## config.mk

```make
export PLATFORM = sky130hd
export DESIGN_NAME = keypad_scan_fifo_flat
export DESIGN_NICKNAME = d
export VERILOG_FILES = /design/src/rtl/keypad_scan_fifo_if.sv /design/src/rtl/keypad_scan_fifo.sv /design/src/flat_wrapper.sv
export SDC_FILE = /design/constraint.sdc
export NUM_CORES = 1
export LEC_CHECK = 0
export ABC_AREA = 1
export BUFFER_PORTS_ARGS = -buffer_cell sky130_fd_sc_hd__buf_2
export CAP_MARGIN = 20
export CORE_MARGIN = 1
export CORE_UTILIZATION = 60
export CTS_CLUSTER_SIZE = 30
export DETAILED_ROUTE_END_ITERATION = 12
export PLACE_DENSITY = 0.77
export SETUP_SLACK_MARGIN = 0.5
export SYNTH_ARGS = -nofsm -noshare
export SYNTH_HDL_FRONTEND = slang
export SYNTH_SLANG_ARGS = --single-unit
```

## constraint.sdc

```tcl
create_clock -name clk_i -period 2.95 [get_ports clk_i]
set_clock_uncertainty 0.2 [all_clocks]
set_input_delay 0.1475 -clock clk_i [delete_from_list [all_inputs] [get_ports clk_i]]
set_output_delay 0.1475 -clock clk_i [all_outputs]
set_load 0.02 [all_outputs]
```

## src/rtl/keypad_scan_fifo_if.sv

```systemverilog
// rtl/keypad_scan_fifo_if.sv - key code stream between keypad front end and its consumer
interface keypad_scan_fifo_if #(
  parameter int CW = 4
) ();
  logic [CW-1:0] key_code;
  logic          key_valid;
  logic          key_ready;

  modport master (output key_code, output key_valid, input key_ready);
  modport slave  (input key_code, input key_valid, output key_ready);
endinterface

```

## src/rtl/keypad_scan_fifo.sv

```systemverilog
// rtl/keypad_scan_fifo.sv - matrix keypad scanner with press/release debounce and key code FIFO
module keypad_scan_fifo #(
  parameter int ROWS     = 4,
  parameter int COLS     = 4,
  parameter int SCAN_DIV = 4,
  parameter int DEBOUNCE = 8,
  parameter int DEPTH    = 4,
  localparam int CW      = $clog2(ROWS*COLS)
) (
  input  logic                clk_i,
  input  logic                reset_ni,
  input  logic [ROWS-1:0]     row_i,
  output logic [COLS-1:0]     shift_col_o,
  output logic                key_held_o,
  output logic                overflow_o,
  input  logic                clr_ovf_i,
  keypad_scan_fifo_if.master  key_if
);

  localparam int CLW = (COLS > 1) ? $clog2(COLS) : 1;
  localparam int RW  = (ROWS > 1) ? $clog2(ROWS) : 1;
  localparam int DW  = (SCAN_DIV > 1) ? $clog2(SCAN_DIV) : 1;
  localparam int BW  = $clog2(DEBOUNCE + 1);
  localparam int AW  = (DEPTH > 1) ? $clog2(DEPTH) : 1;

  typedef enum logic [1:0] {
    ST_SCAN,
    ST_DEBOUNCE,
    ST_HELD
  } state_e;

  state_e          state_q, state_d;
  logic [ROWS-1:0] rs_meta_q, rs_q;
  logic [CLW-1:0]  col_q, col_d, col_inc;
  logic [DW-1:0]   dwell_q, dwell_d;
  logic [BW-1:0]   deb_q, deb_d;
  logic [BW-1:0]   rel_q, rel_d;
  logic [ROWS-1:0] pat_q, pat_d;
  logic [RW-1:0]   row_idx;
  logic [CW-1:0]   code_push;
  logic            push_req;

  logic [CW-1:0]   mem_q [DEPTH];
  logic [AW-1:0]   wr_q, rd_q;
  logic [AW:0]     count_q;
  logic            ovf_q;
  logic            full, pop, push_ok;

  // Rows idle high, so the synchroniser resets to all ones.
  always_ff @(posedge clk_i or negedge reset_ni) begin
    if (!reset_ni) begin
      rs_meta_q <= '1;
      rs_q      <= '1;
    end else begin
      rs_meta_q <= row_i;
      rs_q      <= rs_meta_q;
    end
  end

  assign col_inc = (col_q == CLW'(COLS-1)) ? '0 : col_q + 1'b1;

  // Lowest low row wins when several rows of the column are down.
  always_comb begin
    row_idx = '0;
    for (int r = ROWS-1; r >= 0; r--) begin
      if (!pat_q[r]) row_idx = r[RW-1:0];
    end
  end

  assign code_push = CW'(int'(col_q) * ROWS + int'(row_idx));

  always_ff @(posedge clk_i or negedge reset_ni) begin
    if (!reset_ni) begin
      state_q <= ST_SCAN;
      col_q   <= '0;
      dwell_q <= '0;
      deb_q   <= '0;
      rel_q   <= '0;
      pat_q   <= '1;
    end else begin
      state_q <= state_d;
      col_q   <= col_d;
      dwell_q <= dwell_d;
      deb_q   <= deb_d;
      rel_q   <= rel_d;
      pat_q   <= pat_d;
    end
  end

  always_comb begin
    state_d    = state_q;
    col_d      = col_q;
    dwell_d    = dwell_q;
    deb_d      = deb_q;
    rel_d      = rel_q;
    pat_d      = pat_q;
    push_req   = 1'b0;
    key_held_o = 1'b0;
    case (state_q)
      ST_SCAN: begin
        if (dwell_q == DW'(SCAN_DIV-1)) begin
          if (!(&rs_q)) begin
            state_d = ST_DEBOUNCE;
            pat_d   = rs_q;
            deb_d   = '0;
          end else begin
            col_d   = col_inc;
            dwell_d = '0;
          end
        end else begin
          dwell_d = dwell_q + 1'b1;
        end
      end
      ST_DEBOUNCE: begin
        // The capture sample plus DEBOUNCE-1 matching samples make DEBOUNCE stable cycles.
        if (rs_q != pat_q) begin
          state_d = ST_SCAN;
          dwell_d = '0;
        end else if (deb_q == BW'(DEBOUNCE-2)) begin
          push_req = 1'b1;
          state_d  = ST_HELD;
          rel_d    = '0;
        end else begin
          deb_d = deb_q + 1'b1;
        end
      end
      ST_HELD: begin
        key_held_o = 1'b1;
        if (!(&rs_q)) begin
          rel_d = '0;
        end else if (rel_q == BW'(DEBOUNCE-1)) begin
          state_d = ST_SCAN;
          col_d   = col_inc;
          dwell_d = '0;
          rel_d   = '0;
        end else begin
          rel_d = rel_q + 1'b1;
        end
      end
      default: state_d = ST_SCAN;
    endcase
  end

  assign shift_col_o = ~(COLS'(1) << col_q);

  assign full    = (count_q == (AW+1)'(DEPTH));
  assign pop     = key_if.key_valid & key_if.key_ready;
  assign push_ok = push_req & (!full | pop);

  always_ff @(posedge clk_i or negedge reset_ni) begin
    if (!reset_ni) begin
      for (int i = 0; i < DEPTH; i++) mem_q[i] <= '0;
      wr_q    <= '0;
      rd_q    <= '0;
      count_q <= '0;
      ovf_q   <= 1'b0;
    end else begin
      if (push_ok) begin
        mem_q[wr_q] <= code_push;
        wr_q        <= wr_q + 1'b1;
      end
      if (pop) rd_q <= rd_q + 1'b1;
      case ({push_ok, pop})
        2'b10:   count_q <= count_q + 1'b1;
        2'b01:   count_q <= count_q - 1'b1;
        default: count_q <= count_q;
      endcase
      // A dropped press outranks a clear in the same cycle.
      if (push_req && full && !pop) ovf_q <= 1'b1;
      else if (clr_ovf_i)           ovf_q <= 1'b0;
    end
  end

  assign key_if.key_valid = (count_q != '0);
  assign key_if.key_code  = mem_q[rd_q];
  assign overflow_o       = ovf_q;

endmodule

```

## src/flat_wrapper.sv

```systemverilog
// flat-port wrapper written by rule: the top's interface ports become plain ports
module keypad_scan_fifo_flat 
#(
  parameter int ROWS     = 4,
  parameter int COLS     = 4,
  parameter int SCAN_DIV = 4,
  parameter int DEBOUNCE = 8,
  parameter int DEPTH    = 4,
  localparam int CW      = $clog2(ROWS*COLS)
)
  (clk_i, reset_ni, row_i, shift_col_o, key_held_o, overflow_o, clr_ovf_i, key_if_key_code, key_if_key_valid, key_if_key_ready);
  keypad_scan_fifo_if #(.CW(CW)) key_if_i ();
  input  logic clk_i;
  input  logic reset_ni;
  input  logic [ROWS-1:0] row_i;
  output logic [COLS-1:0] shift_col_o;
  output logic key_held_o;
  output logic overflow_o;
  input  logic clr_ovf_i;
  output wire logic [$bits(key_if_i.key_code)-1:0] key_if_key_code;
  output wire logic [$bits(key_if_i.key_valid)-1:0] key_if_key_valid;
  input wire logic [$bits(key_if_i.key_ready)-1:0] key_if_key_ready;
  assign key_if_key_code = key_if_i.key_code;
  assign key_if_key_valid = key_if_i.key_valid;
  assign key_if_i.key_ready = key_if_key_ready;
  keypad_scan_fifo #(.ROWS(ROWS), .COLS(COLS), .SCAN_DIV(SCAN_DIV), .DEBOUNCE(DEBOUNCE), .DEPTH(DEPTH)) u_core (.clk_i(clk_i), .reset_ni(reset_ni), .row_i(row_i), .shift_col_o(shift_col_o), .key_held_o(key_held_o), .overflow_o(overflow_o), .clr_ovf_i(clr_ovf_i), .key_if(key_if_i));
endmodule
```

* Word level (Yosys, flattened, before mapping) *
Cells that the tools add are included.

storage, ports and cells
  bits in latches = 0
  bits in read-only memories = 0
  RAM bits = 0
  flip-flop bits (word level) = 50
  output and inout port bits = 11
  memories kept = 0
  bits of input ports = 8
  logic and storage cells = 121

cells by class
  $add $sub $neg = 9
  bitwise gates (word level) = 7
  multiplexer cells = 44
  reductions and logical operators = 20
  $mul = 0
  div/mod/pow operators = 0
  eq/ne operators = 21
  shifts and indexed selects = 1
  magnitude comparators = 3

operators by type and width
  operator             count
  $mux 4               11
  $mux 2               18
  $reduce_and 5->1     4
  $bwmux 16            1
  $pmux 4 s2           2
  $ne 2x1->1 const B   6
  $pmux 2 s3           2
  $reduce_bool 2->1    5
  $add 2x1->2 const B  4
  $add 4x1->4 const B  2
  $bmux 4 s2           1
  $demux 4 s2          1
  $eq 2x2->1 const B   4
  $eq 4x3->1 const B   2
  $ge 3x3->1 const B   2
  $mux 1               6
  $ne 2x2->1 const B   3
  $not 2->3            2
  $pmux 3 s2           1
  $reduce_and 3->1     2
  $reduce_bool 3->1    2
  $add 4x2->4          1
  $eq 2x1->1 const B   2
  $ne 4x4->1           1
  other kinds (16)     20

* Longest topological paths before layout *
  word-level depth = 7
  mapped depth = 13
  gate-level depth less buffers = 13

* Worst setup path before layout *
OpenSTA, ideal clock, no wires.

  kind = flip-flop to flip-flop
  start point = register u_core.rs_q[1]
  end point = register u_core.count_q[2]
  path slack = 0.669 ns
  arrival = 1.950 ns
  library setup time = 0.131 ns
  required time = 2.619 ns
  period minus slack after synthesis = 2.281 ns
  cell stages (with the launch flop) = 13
  buffers on the path = 0
  cells stage by stage = dfstp_2 nand2_1 nand2_1 nor2_4 nand3_4 nor2_8 nand2_2 ha_1 inv_1 fa_1 a21oi_1 o21ai_0 xor2_1

on the way
  word-level cells in the longest chain between the ends = 6
  elaborated cells between the ends (all ways) = 8
  those cells by class = 3 x eq/ne; 3 x mux; 1 x bitwise; 1 x reduce/logical

RTL lines
  item                                                    line                     text
  start: declaration                                      keypad_scan_fifo.sv:33   logic [ROWS-1:0] rs_meta_q, rs_q;
  start signal: assignment                                keypad_scan_fifo.sv:56   rs_q <= rs_meta_q;
  $ne 4x4->1 *                                            keypad_scan_fifo.sv:116  if (rs_q != pat_q) begin
  $mux 1 *                                                keypad_scan_fifo.sv:116
  $mux 1 *                                                keypad_scan_fifo.sv:99   case (state_q)
  $and 1x1->1 *                                           keypad_scan_fifo.sv:148  assign push_ok = push_req & (!full | pop);
  $eq 2x1->1 / $eq 2x2->1 (equally long branches)         keypad_scan_fifo.sv:163  case ({push_ok, pop})
  $pmux 3 s2 / $reduce_bool 2->1 (equally long branches)  --
  end signal: assignment                                  keypad_scan_fifo.sv:164  2'b10: count_q <= count_q + 1'b1;
  end signal: assignment                                  keypad_scan_fifo.sv:165  2'b01: count_q <= count_q - 1'b1;
  end signal: assignment                                  keypad_scan_fifo.sv:166  default: count_q <= count_q;
  end: declaration                                        keypad_scan_fifo.sv:45   logic [AW:0] count_q;

Mark *: on every way between the ends. The rest lies on a longest branch, timed or not.
A chain may end at the register's enable or synchronous reset.

* Worst setup path in the final report *
  start point = register u_core.pat_q[0]
  end point = register u_core.count_q[1]

on the way
  word-level cells in the longest chain between the ends = 6
  elaborated cells between the ends (all ways) = 8
  those cells by class = 3 x eq/ne; 3 x mux; 1 x bitwise; 1 x reduce/logical

RTL lines
  item                                                    line                     text
  start: declaration                                      keypad_scan_fifo.sv:38   logic [ROWS-1:0] pat_q, pat_d;
  start signal: assignment                                keypad_scan_fifo.sv:86   pat_q <= pat_d;
  $ne 4x4->1 *                                            keypad_scan_fifo.sv:116
  $mux 1 *                                                keypad_scan_fifo.sv:116
  $mux 1 *                                                keypad_scan_fifo.sv:99
  $and 1x1->1 *                                           keypad_scan_fifo.sv:148
  $eq 2x1->1 / $eq 2x2->1 (equally long branches)         keypad_scan_fifo.sv:163
  $pmux 3 s2 / $reduce_bool 2->1 (equally long branches)  --

Marked as above.

==> qor.csv <==
metric,value,unit
run_status,"finished, final reports clean",
avgSynthCellArea,8.75,um^2
rsz0062_at_grt,false,
start_kind,flip-flop,
fmaxAchievable,0.432,GHz
synth-compound-area-share,7.22,%
die_h,68.9,um
synth_top_family_by_area,simple AND/OR/NAND/NOR gates,
relSlewSlack,65.2,%
gp_congestion,0.913,
synth_top_area_share,35.4,%
synth_top_area_cell,dfrtp_1,
tightest_slew,0.520,ns
vias,2081,
nets,365,
dp_worst_setup_slack,0.427,ns
reg2reg_depth,11,
routed_wl,5.06,mm
hold_viol,0,
dp_cells,373,
criticalPathCategory,reg -> reg,
required,2.99,ns
period_minus_slack,2.31,ns
synthAdderAreaFrac,8.67,%
clk_latency,0.31,ns
n_antenna_cell,0,
dp_hpwl,3.71,mm
instances_no_fill,390,
arrival,2.35,ns
r2r_end,u_core.count_q[1],
netlist_area,0.00269,mm^2
area_growth,12.5,%
final_util,72.9,%
synthSimpleGateAreaFrac,28.6,%
ys_types,29,
ys_seq_area_share,47.2,%
cts_inserted_buffers,5,
setup_ws,0.637,ns
cts_root_buf,clkbuf_8,
pwr_density_cell,764,mW/mm^2
tns,0,ns
min_to,u_core.rd_q[0],
die_w,68.9,um
wl_per_cell,13.0,um
syn-instance-count,307,
drv_cap,0,
drc_errors,0,
synth.area.top_cells,"dfrtp_1 (35%), nand2_1 (13%), dfstp_2 (12%), ha_1 (7.9%), inv_1 (5.0%)",
portBuffers,18,
min_from,key_if_key_ready,
drt_iter0_drc,72,
first_global_vias,1993,
setup_viol,0,
hold_depth,4,
via_per_inst,5.34,
htreeDepth,2,
drt_first_pass_iters,4,
synth-xor-area-share,2.28,%
ys_ff_latch,50,
cts_tree,built,
grt_pass1_wl,8.36,mm
drive_above_1_share,17.4,%
hp-class,in -> reg,
drv_slew,0,
clk_pin_slew,0.08,ns
cp-end-kind,flip-flop,
core,0.00414,mm^2
r2r_setup_slack,0.64,ns
synth.area.mux_share,0,%
final_antenna_net_count,0,
ir_drop,0.407,mV
gr-total-overflow,0,
ys_warn_count,0,
grt_usage,24.1,%
rr_startpoint,u_core.pat_q[0],
grt_antenna_before_repair,0,
num_rows,23,
cp_max_fo,4,
power.leakage,1.60,nW
grt_max_degree,27,
synth_nets,333,
period_share,78.4,%
ios,19,
clk_path_buf_depth,2,
initial_utilization,64.8,%
die_area,0.00475,mm^2
cts_sinks,50,
[logic make-up (layout without fill, tap and decap cells)]
| logic type | after synthesis | after routing |
|---|---|---|
| and+or+nand+nor | 154 | 154 |
| DFF | 50 | 50 |
| buffers and inverters | 41 | 74 |
| AOI/OAI and AO/OA | 37 | 37 |
| adders and majority gates | 18 | 18 |
| xor gates and xnor gates | 7 | 7 |
[sequential cells by signal (all words and copies together), names as in the netlist]
signal	flops
u_core.col_q	2
u_core.count_q	3
u_core.deb_q	4
u_core.dwell_q	2
u_core.mem_q	16
u_core.overflow_o	1
u_core.pat_q	4
u_core.rd_q	2
u_core.rel_q	4
u_core.rs_meta_q	4
u_core.rs_q	4
u_core.state_q	2
u_core.wr_q	2
[cell type report]
type	count	area, um^2
multi-input combinational	216	1260
inverter	37	139
timing repair buffer	29	188
sequential	50	1270
clock buffer	8	101
fill	317	1120
tap	50	62.6
[power by group]
part,internal (W),total [W],switching (W)
logic,0.000330,0.000929,0.000599
clock network,0.000220,0.000440,0.000220
registers,0.000817,0.000940,0.000123
total,0.00137,0.00231,0.000941
[cell usage in the layout, fill, tap and decap left out]
| cell type | netlist | layout |
|---|---|---|
| dfrtp_1 | 38 | 38 |
| o21ai_0 | 21 | 19 |
| nand2_2 | 1 | 1 |
| nand4_2 | 4 | 4 |
| nor3_1 | 1 | 1 |
| clkinv_1 | 1 | 1 |
| nand3_1 | 11 | 11 |
| ha_1 | 17 | 16 |
| clkbuf_16 | 0 | 1 |
| buf_2 | 2 | 18 |
| nand3b_1 | 1 | 1 |
| ha_2 | 0 | 1 |
| o21ai_2 | 0 | 1 |
| or2_2 | 2 | 2 |
| xnor2_1 | 1 | 1 |
| inv_1 | 36 | 35 |
| xor2_1 | 6 | 6 |
| dfstp_2 | 12 | 12 |
| fa_2 | 0 | 1 |
| o22ai_1 | 5 | 5 |
| dlygate4sd3_1 | 0 | 6 |
| a211oi_1 | 1 | 1 |
| nor2_8 | 1 | 1 |
| clkbuf_1 | 1 | 2 |
| inv_2 | 0 | 1 |
| buf_4 | 0 | 5 |
| clkbuf_8 | 0 | 5 |
| nand4_1 | 17 | 17 |
| o21ai_1 | 6 | 7 |
| nor2_1 | 17 | 17 |
| nor2_4 | 3 | 3 |
| nand2_1 | 93 | 93 |
| a21oi_1 | 4 | 4 |
| nand3_4 | 1 | 1 |
| nand3b_4 | 2 | 2 |
[worst max-delay path, stage by stage, from the launching register on]
cell	delay (ns)
dfstp_2	0.53
inv_1	0.07
nand2_1	0.06
nand2_1	0.08
nor2_4	0.14
nand3_4	0.12
nor2_8	0.14
nand2_2	0.08
ha_1	0.21
inv_2	0.08
fa_2	0.43
o21ai_2	0.11
[layer usage]
metal / routed length (um) / part of all wire [%] / vias to the layer above / global-route usage, %
met2: 2350 / 46 / 40 / 39.9
met5: 0 / 0 / - / 0
met4: 82 / 1.6 / 0 / 11.5
met1: 2460 / 49 / 968 / 30.8
met3: 167 / 3.3 / 9 / 3.45
li1: - / - / 1064 / -
[synth_stat cells]
library cell  instances
xor2_1                6
nand3_4               1
buf_2                 2
a21oi_1               4
o21ai_1               6
nor2_1               17
nor2_8                1
fa_1                  1
nand3b_4              2
nand3_1              11
inv_1                36
clkbuf_1              1
dfrtp_1              38
nor2_4                3
nor3_1                1
nand2_2               1
dfstp_2              12
nand2_1              93
a211oi_1              1
nand3b_1              1
o21ai_0              21
buf_6                 1
clkinv_1              1
o22ai_1               5
nand4_2               4
or2_2                 2
ha_1                 17
xnor2_1               1
nand4_1              17
[stage by stage]
| step | power [W] | area (um^2) | hold WS, ns |
|---|---|---|---|
| floorplan | 0.00160 | 2690 | -0.348 |
| detailed placement | 0.00183 | 2830 | -0.0444 |
| CTS | 0.00228 | 3000 | 0.0334 |
| global placement | 0.00179 | 2830 | -0.0512 |
| finish | 0.00231 | 3020 | 0.0417 |
| global route | 0.00249 | 3020 | 0.0837 |
[worst max path at each step]
stage | slack [ns] | from | endpoint | cells after the start
2_1_floorplan | 0.67 | u_core.rs_q[1] | u_core.count_q[2] | 12
3_3_place_gp | 0.51 | u_core.pat_q[2] | u_core.count_q[1] | 11
3_5_place_dp | 0.43 | u_core.pat_q[2] | u_core.count_q[1] | 11
4_1_cts | 0.51 | u_core.state_q[1] | u_core.count_q[2] | 11
5_1_grt | 0.50 | u_core.pat_q[3] | u_core.count_q[2] | 13
6_report | 0.64 | u_core.pat_q[0] | u_core.count_q[1] | 11
[timing repair]
action,in CTS,in global routing
pin swaps,1,3
gates resized for setup,0,6
hold buffers,6,0
hold endpoints to repair,29,0
setup buffers,1,2
endpoints found under the setup margin,2,2
Note: power is estimated with default switching activity, not from simulation.
